**src/rtl/fetch_unit.sv**
```systemverilog
// fetch_unit: program counter, instruction register and one-entry prefetch buffer for the 8-bit accumulator CPU.
//   i_clk, i_rst         clock (rising edge), synchronous active-high reset
//   i_irload             load IR from the prefetch buffer (NOP and sticky miss flag if the buffer is empty)
//   i_pcload, i_jmpmux   update PC: sequential (jmpmux=0) or jump (jmpmux=1)
//   i_jsel               01 relative jump, 10 absolute jump, other = no jump
//   i_halt               freeze PC, IR, buffer and prefetch (an outstanding read may still complete)
//   i_mem_rdata/ready    instruction word and read completion
//   o_mem_req/addr       level read request, address stable while requesting
//   o_ir158, o_ir_operand  IR opcode and operand bytes
//   o_pc                 program counter
//   o_fetch_miss         sticky: IR load attempted with an empty buffer
module fetch_unit #(
    parameter int          ADDR_W   = 6,
    parameter logic [15:0] NOP_WORD = 16'h0000
) (
    input  logic              i_clk,
    input  logic              i_rst,
    input  logic              i_irload,
    input  logic              i_pcload,
    input  logic              i_jmpmux,
    input  logic [1:0]        i_jsel,
    input  logic              i_halt,
    input  logic [15:0]       i_mem_rdata,
    input  logic              i_mem_ready,
    output logic              o_mem_req,
    output logic [ADDR_W-1:0] o_mem_addr,
    output logic [7:0]        o_ir158,
    output logic [7:0]        o_ir_operand,
    output logic [ADDR_W-1:0] o_pc,
    output logic              o_fetch_miss
);
    typedef enum logic [1:0] {PF_IDLE, PF_WAIT, PF_FULL, PF_DROP} pf_state_t;
    pf_state_t         r_state, w_state_next;
    logic [ADDR_W-1:0] r_pc, r_mem_addr, w_pc_next, w_rel, w_abs;
    logic [15:0]       r_ir, r_buf;
    logic              r_fetch_miss;
    logic              w_buf_valid, w_load, w_miss, w_jump, w_seq;
    logic [ADDR_W+7:0] w_sext, w_zext;
    assign w_buf_valid = r_state == PF_FULL;
    assign w_load      = i_irload & ~i_halt;
    assign w_miss      = w_load & ~w_buf_valid;
    // A miss swallows any PC command issued alongside it so the CU can simply retry.
    assign w_jump = ~i_halt & ~w_miss & i_pcload & i_jmpmux & (i_jsel == 2'b01 || i_jsel == 2'b10);
    assign w_seq  = ~i_halt & ~w_miss & (w_load | (i_pcload & ~i_jmpmux));
    assign w_sext = {{ADDR_W{r_ir[7]}}, r_ir[7:0]};
    assign w_zext = {{ADDR_W{1'b0}}, r_ir[7:0]};
    assign w_rel  = r_pc + w_sext[ADDR_W-1:0];
    assign w_abs  = w_zext[ADDR_W-1:0];
    always_comb begin
        w_pc_next = w_jump ? (i_jsel == 2'b01 ? w_rel : w_abs) : w_seq ? r_pc + ADDR_W'(1) : r_pc;
    end
    always_comb begin
        w_state_next = r_state;
        case (r_state)
            PF_IDLE: w_state_next = i_halt ? PF_IDLE : PF_WAIT;
            PF_WAIT: w_state_next = w_jump ? (i_mem_ready ? PF_IDLE : PF_DROP) : (i_mem_ready ? PF_FULL : PF_WAIT);
            PF_FULL: w_state_next = (w_load | w_jump) ? PF_IDLE : PF_FULL;
            PF_DROP: w_state_next = i_mem_ready ? PF_IDLE : PF_DROP;
            default: w_state_next = PF_IDLE;
        endcase
    end
    always_ff @(posedge i_clk) begin
        if (i_rst) begin
            r_state      <= PF_IDLE;
            r_pc         <= '0;
            r_ir         <= NOP_WORD;
            r_buf        <= '0;
            r_mem_addr   <= '0;
            r_fetch_miss <= 1'b0;
        end else begin
            r_state      <= w_state_next;
            r_pc         <= w_pc_next;
            r_fetch_miss <= r_fetch_miss | w_miss;
            if (w_load)
                r_ir <= w_buf_valid ? r_buf : NOP_WORD;
            if (r_state == PF_WAIT && w_state_next == PF_FULL)
                r_buf <= i_mem_rdata;
            // Issue from the PC being written this edge so a same-cycle PC update is never fetched stale.
            if (r_state == PF_IDLE && !i_halt)
                r_mem_addr <= w_pc_next;
        end
    end
    assign o_mem_req    = r_state == PF_WAIT || r_state == PF_DROP;
    assign o_mem_addr   = r_mem_addr;
    assign o_ir158      = r_ir[15:8];
    assign o_ir_operand = r_ir[7:0];
    assign o_pc         = r_pc;
    assign o_fetch_miss = r_fetch_miss;
endmodule

```
**config.mk**
```make
export PLATFORM = sky130hd
export DESIGN_NAME = fetch_unit
export DESIGN_NICKNAME = d
export VERILOG_FILES = /design/src/rtl/fetch_unit.sv
export SDC_FILE = /design/constraint.sdc
export NUM_CORES = 1
export LEC_CHECK = 0
export CORE_MARGIN = 2
export CORE_UTILIZATION = 52
export CTS_CLUSTER_DIAMETER = 100
export CTS_CLUSTER_SIZE = 28
export DETAILED_ROUTE_END_ITERATION = 12
export HOLD_SLACK_MARGIN = 0.02
export PLACE_DENSITY_LB_ADDON = 0.2
export SETUP_SLACK_MARGIN = 0.5
export SYNTH_ARGS = -nofsm -noshare
export SYNTH_HDL_FRONTEND = slang
export SYNTH_SLANG_ARGS = --single-unit
```
**constraint.sdc**
```tcl
create_clock -name i_clk -period 5.7 [get_ports i_clk]
set_input_delay 1.14 -clock i_clk [delete_from_list [all_inputs] [get_ports i_clk]]
set_output_delay 1.14 -clock i_clk [all_outputs]
set_load 0.005 [all_outputs]
```
Word level (Yosys, flattened, before mapping)
Cells that the tools add are included.
- logic and storage cells: 45
- register bits after elaboration: 47
- output and inout bits: 30
- mux-type cells: 10
- add/sub/neg operators: 2
- reduce and logical (&&, ||, !) cells: 6
- bitwise logic cells: 15
- eq/ne operators: 6
- operators with widths (operator ; count):
    $mux W6 ; 3
    $mux W16 ; 1
    $and A1 B1 Y1 ; 8
    $eq A2 B2 Y1 const B ; 4
    $mux W2 ; 4
    $pmux W2 S4 ; 1
    $add A6 B1 Y6 const B ; 1
    $add A6 B6 Y6 ; 1
    $eq A2 B1 Y1 const B ; 2
    $not A1 Y1 ; 4
    $or A1 B1 Y1 ; 3
    $logic_and A1 B1 Y1 ; 2
    $logic_not A2 Y1 ; 1
    $logic_or A1 B1 Y1 ; 2
    $logic_not A1 Y1 ; 1
    $mux W1 ; 1

Longest topological paths before layout
- depth in word-level cells: 13
- mapped depth: 11

Worst setup path after synthesis
OpenSTA, ideal clock, no wires.
- kind: in2reg
- start: input port i_jsel[1]
- end: register r_buf[10]
- stages: 11
- required time: 5.572 ns
- slack: 2.157 ns
- arrival time: 3.416 ns
- path buffers: 1
- cell sequence: inv_1 > ha_1 > nand4bb_1 > a21oi_4 > inv_1 > ha_1 > nand2_1 > a2111oi_4 > buf_6 > mux2i_1 > nor2_1
- cells in the longest elaborated chain, start to end: 8
- elaborated cells on any way between the ends: 10
- RTL lines (item ; RTL line ; RTL):
    start, declared ; 21 ; input logic [1:0] i_jsel,
    $eq A2 B1 Y1 or $eq A2 B2 Y1 (tied branches) ; 43 ; assign w_jump = ~i_halt & ~w_miss & i_pcload & i_jmpmux & (i_jsel == 2'b01 || i_jsel == 2'b10);
    $logic_or A1 B1 Y1 * ; 43 ;
    $and A1 B1 Y1 * ; 43 ;
    $or A1 B1 Y1 ; 57 ; PF_FULL: w_state_next = (w_load | w_jump) ? PF_IDLE : PF_FULL;
    $mux W2 ; 57 ;
    $pmux W2 S4 * ; 54 ; case (r_state)
    $eq A2 B2 Y1 * ; 76 ; if (r_state == PF_WAIT && w_state_next == PF_FULL)
    $logic_and A1 B1 Y1 * ; 76 ;
    end signal, assigned ; 77 ; r_buf <= i_mem_rdata;
    end, declared ; 35 ; logic [15:0] r_ir, r_buf;
Every way passes the cells marked *; elsewhere a longest branch is shown, timed or not.
A chain may end at the register's enable or synchronous reset.

Worst setup path in the final report
- start: input port i_jsel[1]
- end: register r_buf[12]
Same word-level chain as after synthesis.

==> run_results.csv <==
group,metric,value,unit
place,port-buffer-count,54,
critical_path,worstPathArrival,4110,ps
global_routing,grt_antenna_before_repair,0,
routing,wl_per_cell,14.5,microns
place,place_area,0.00276,sq mm
critical_path,cp.required,5880,ps
hold_path,hold_class,"flip-flop to flip-flop",
floorplanning,die_y,69.1,microns
clock_network,ctsResizeCount,0,
yosys,synth_mux_area_share,9.64,%
yosys,syn_area,0.00221,sq mm
hold_path,hp-start,"o_mem_addr[2]",
yosys,synth.distinct_cells,40,
place,dpl.hpwl,3.51,mm
yosys,synth-seq-cells,47,
sta,final_max_slew_viol_count,0,
yosys,synth_compound_gate_area_share,17.8,%
routing,ant_nets,0,
final_layout,diodes,0,
place,place_congestion,0.860,
routing,m1WireLength,2.15,mm
yosys,synthAdderAreaFrac,5.45,%
yosys,yosys.area_share.xor_xnor,2.38,%
routing,dr_wl_met2,2.46,mm
critical_path,critPathKind,"input pin to flip-flop",
floorplanning,die_area,0.00478,sq mm
yosys,synth_top_family_by_area,"compound AO/OA/AOI/OAI gates",
final_layout,design_area,0.00285,sq mm
global_routing,grt.overflow.total,0,
floorplanning,core,0.00403,sq mm
clock_network,cts_made_buffers,5,
routing,drtIter0Drc,91,
critical_path,worstPathMaxFanout,16,
clock_network,hold_buffers,0,
clock_network,cts-root-buf,"clkbuf_8",
global_routing,grt_max_degree,49,
global_routing,grt_pass1_wl,8.68,mm
floorplanning,ios,55,
hold_path,hold_path_end,"o_mem_addr[2]",
routing,vias,1904,
yosys,avgSynthCellArea,9.12,sq um
sta,setup_viol,0,
sta,fin_crit_sh,69.0,%
critical_path,cp_slowest_stage_delay,450,ps
critical_path,end_kind,"flip-flop",
critical_path,slowest_stage,"clkdlybuf4s50_1",
floorplanning,start_util,54.8,%
critical_path,reg2reg_depth,9,
yosys,synthFlopType,"dfxtp_1",
sta,max-slew-margin-rel,39.7,%
final_layout,nNetsFinal,325,
routing,vias_per_cell,5.57,
yosys,synth.net_count,276,
sta,rsz0062_at_grt,"false",
global_routing,grt_pass1_vias,1815,
power,ir_drop,155,uV
flow_run,maxCapViolCount,0,
sta,setup_tns,0,ps
critical_path,rr_endpoint,"r_buf[12]",
yosys,synth_edf_count,0,
yosys,synth_area_leader_cell,"dfxtp_1",
sta,max_freq,0.254,GHz
floorplanning,die_w,69.1,microns
yosys,synth-simple-area-share,17.5,%
yosys,yosys_warnings,0,
routing,wl_met3,265,microns
yosys,async_flop_share,0,%
yosys,synthCells,242,
sta,fin_crit,3940,ps
hold_path,hold_depth,2,
sta,fin_skew,6.04,ps
yosys,synth.top_cells.by_area,"dfxtp_1 43%, mux2i_1 8.6%, nor2_1 8.0%",
clock_network,postCtsSetupBuffers,0,
status,status,"finished, final reports clean",
routing,drcViolationCount,0,
clock_network,tritoncts,"done",
yosys,synth_commonest_cells,"47 x dfxtp_1, 47 x nor2_1, 19 x mux2i_1, 16 x a22oi_1, 11 x o21ai_0",
clock_network,path_clk_slew,90,ps
power,power_density,213,mW/mm^2
final_layout,drive_gt1_share,5.48,%
critical_path,start_kind,"input pin",
critical_path,crit_chain,"clkdlybuf4s50_1, inv_1, ha_1, nand4bb_1, a21oi_4, inv_1, ha_1, nand2_1, a2111oi_4, buf_4, mux2i_1, nor2_1",
global_routing,grt_use_total,22.1,%
critical_path,cp_num_buf_inv,4,
critical_path,rrSetupSlack,3010,ps
clock_network,clk_latency,300,ps
floorplanning,rows,23,
final_layout,synthToLayoutAreaGrowth,29.0,%
sta,tightestPinTransition,892,ps
routing,routed.top_layer,"met4",
clock_network,cts.sinks,47,
sta,hold_viol,0,
yosys,ys_seq_area_share,42.7,%
yosys,synth_top_area_share,42.7,%
routing,wl,4.96,mm
routing,drt-pass1-iter-count,4,
critical_path,reg2reg_from,"r_state[1]",
clock_network,cts_max_path_buffers,2,
clock_network,cts_max_level,2,
power,leakage,0.988,nW
critical_path,path_delay_family,"buffers and inverters",
-- per-layer routing --
metal,global-route usage [%],up-vias
li1,-,948
met4,8.50,0
met5,0,-
met3,6.43,8
met2,35.1,56
met1,28.2,892
-- cell usage in the layout, fill, tap and decap left out, drive strengths merged, types with 3 or more instances in the layout --
cell type,count
o21ai,11
clkbuf,6
nand2,8
mux2i,19
inv,10
a21oi,10
a22oi,16
o22ai,6
clkdlybuf4s50,54
nand2b,10
nor2,47
dfxtp,47
ha,8
o2111ai,3
xnor2,6
-- layout make-up --
| cell class | instances | area [sq um] |
|---|---|---|
| fillers | 342 | 1180 |
| multi-input cells | 171 | 1160 |
| flip-flops and latches | 47 | 941 |
| repair buffers | 56 | 556 |
| clock buffers | 6 | 72.6 |
| well taps | 50 | 62.6 |
| inverters | 10 | 37.5 |
| clock inverters | 2 | 12.5 |
-- worst max path at each step --
| stage | start | to | depth (start not counted) |
|---|---|---|---|
| global placement | i_jsel[1] | r_buf[6] | 12 |
| global route | i_jsel[1] | r_buf[0] | 12 |
| floorplan | i_jsel[1] | r_buf[10] | 11 |
| finish | i_jsel[1] | r_buf[12] | 12 |
| detailed placement | i_jsel[1] | r_buf[7] | 12 |
| CTS | i_jsel[1] | r_buf[12] | 12 |
-- state kept, by name, summed over array words and instances, names as in the netlist --
name          count
r_ir             16
o_mem_addr        6
r_buf            16
o_pc              6
o_fetch_miss      1
r_state           2
-- cell families after synthesis --
family	Yosys count
mux	21
compound gates	55
buf+inv	24
flops	47
xor+xnor	6
fa+ha+maj	9
simple gates	80
-- worst reg2reg max path, stage by stage, from the launching register on --
cell and delay, ps:
dfxtp_1 570, nand2b_4 110, a21oi_4 350, inv_1 160
ha_1 320, nand2_1 90, a2111oi_4 330, buf_4 330
mux2i_1 250, nor2_1 50
-- through the flow --
step	power (mW)	hold slack [ps]	util [%]	worst slack (ps)	instances
floorplan	0.386	453	-	2160	242
global placement	0.417	452	68.5	1600	334
detailed placement	0.419	462	68.5	1480	334
CTS	0.612	475	70.7	1760	342
global route	0.634	486	70.7	1540	342
finish	0.606	467	70.7	1760	342
-- power breakdown --
group	internal (mW)	switching, mW	total, mW
Sequential	0.335	0.00753	0.343
Combinational	0.0375	0.0316	0.0691
Clock	0.0858	0.109	0.195
Power figures use the tool's default switching activity.
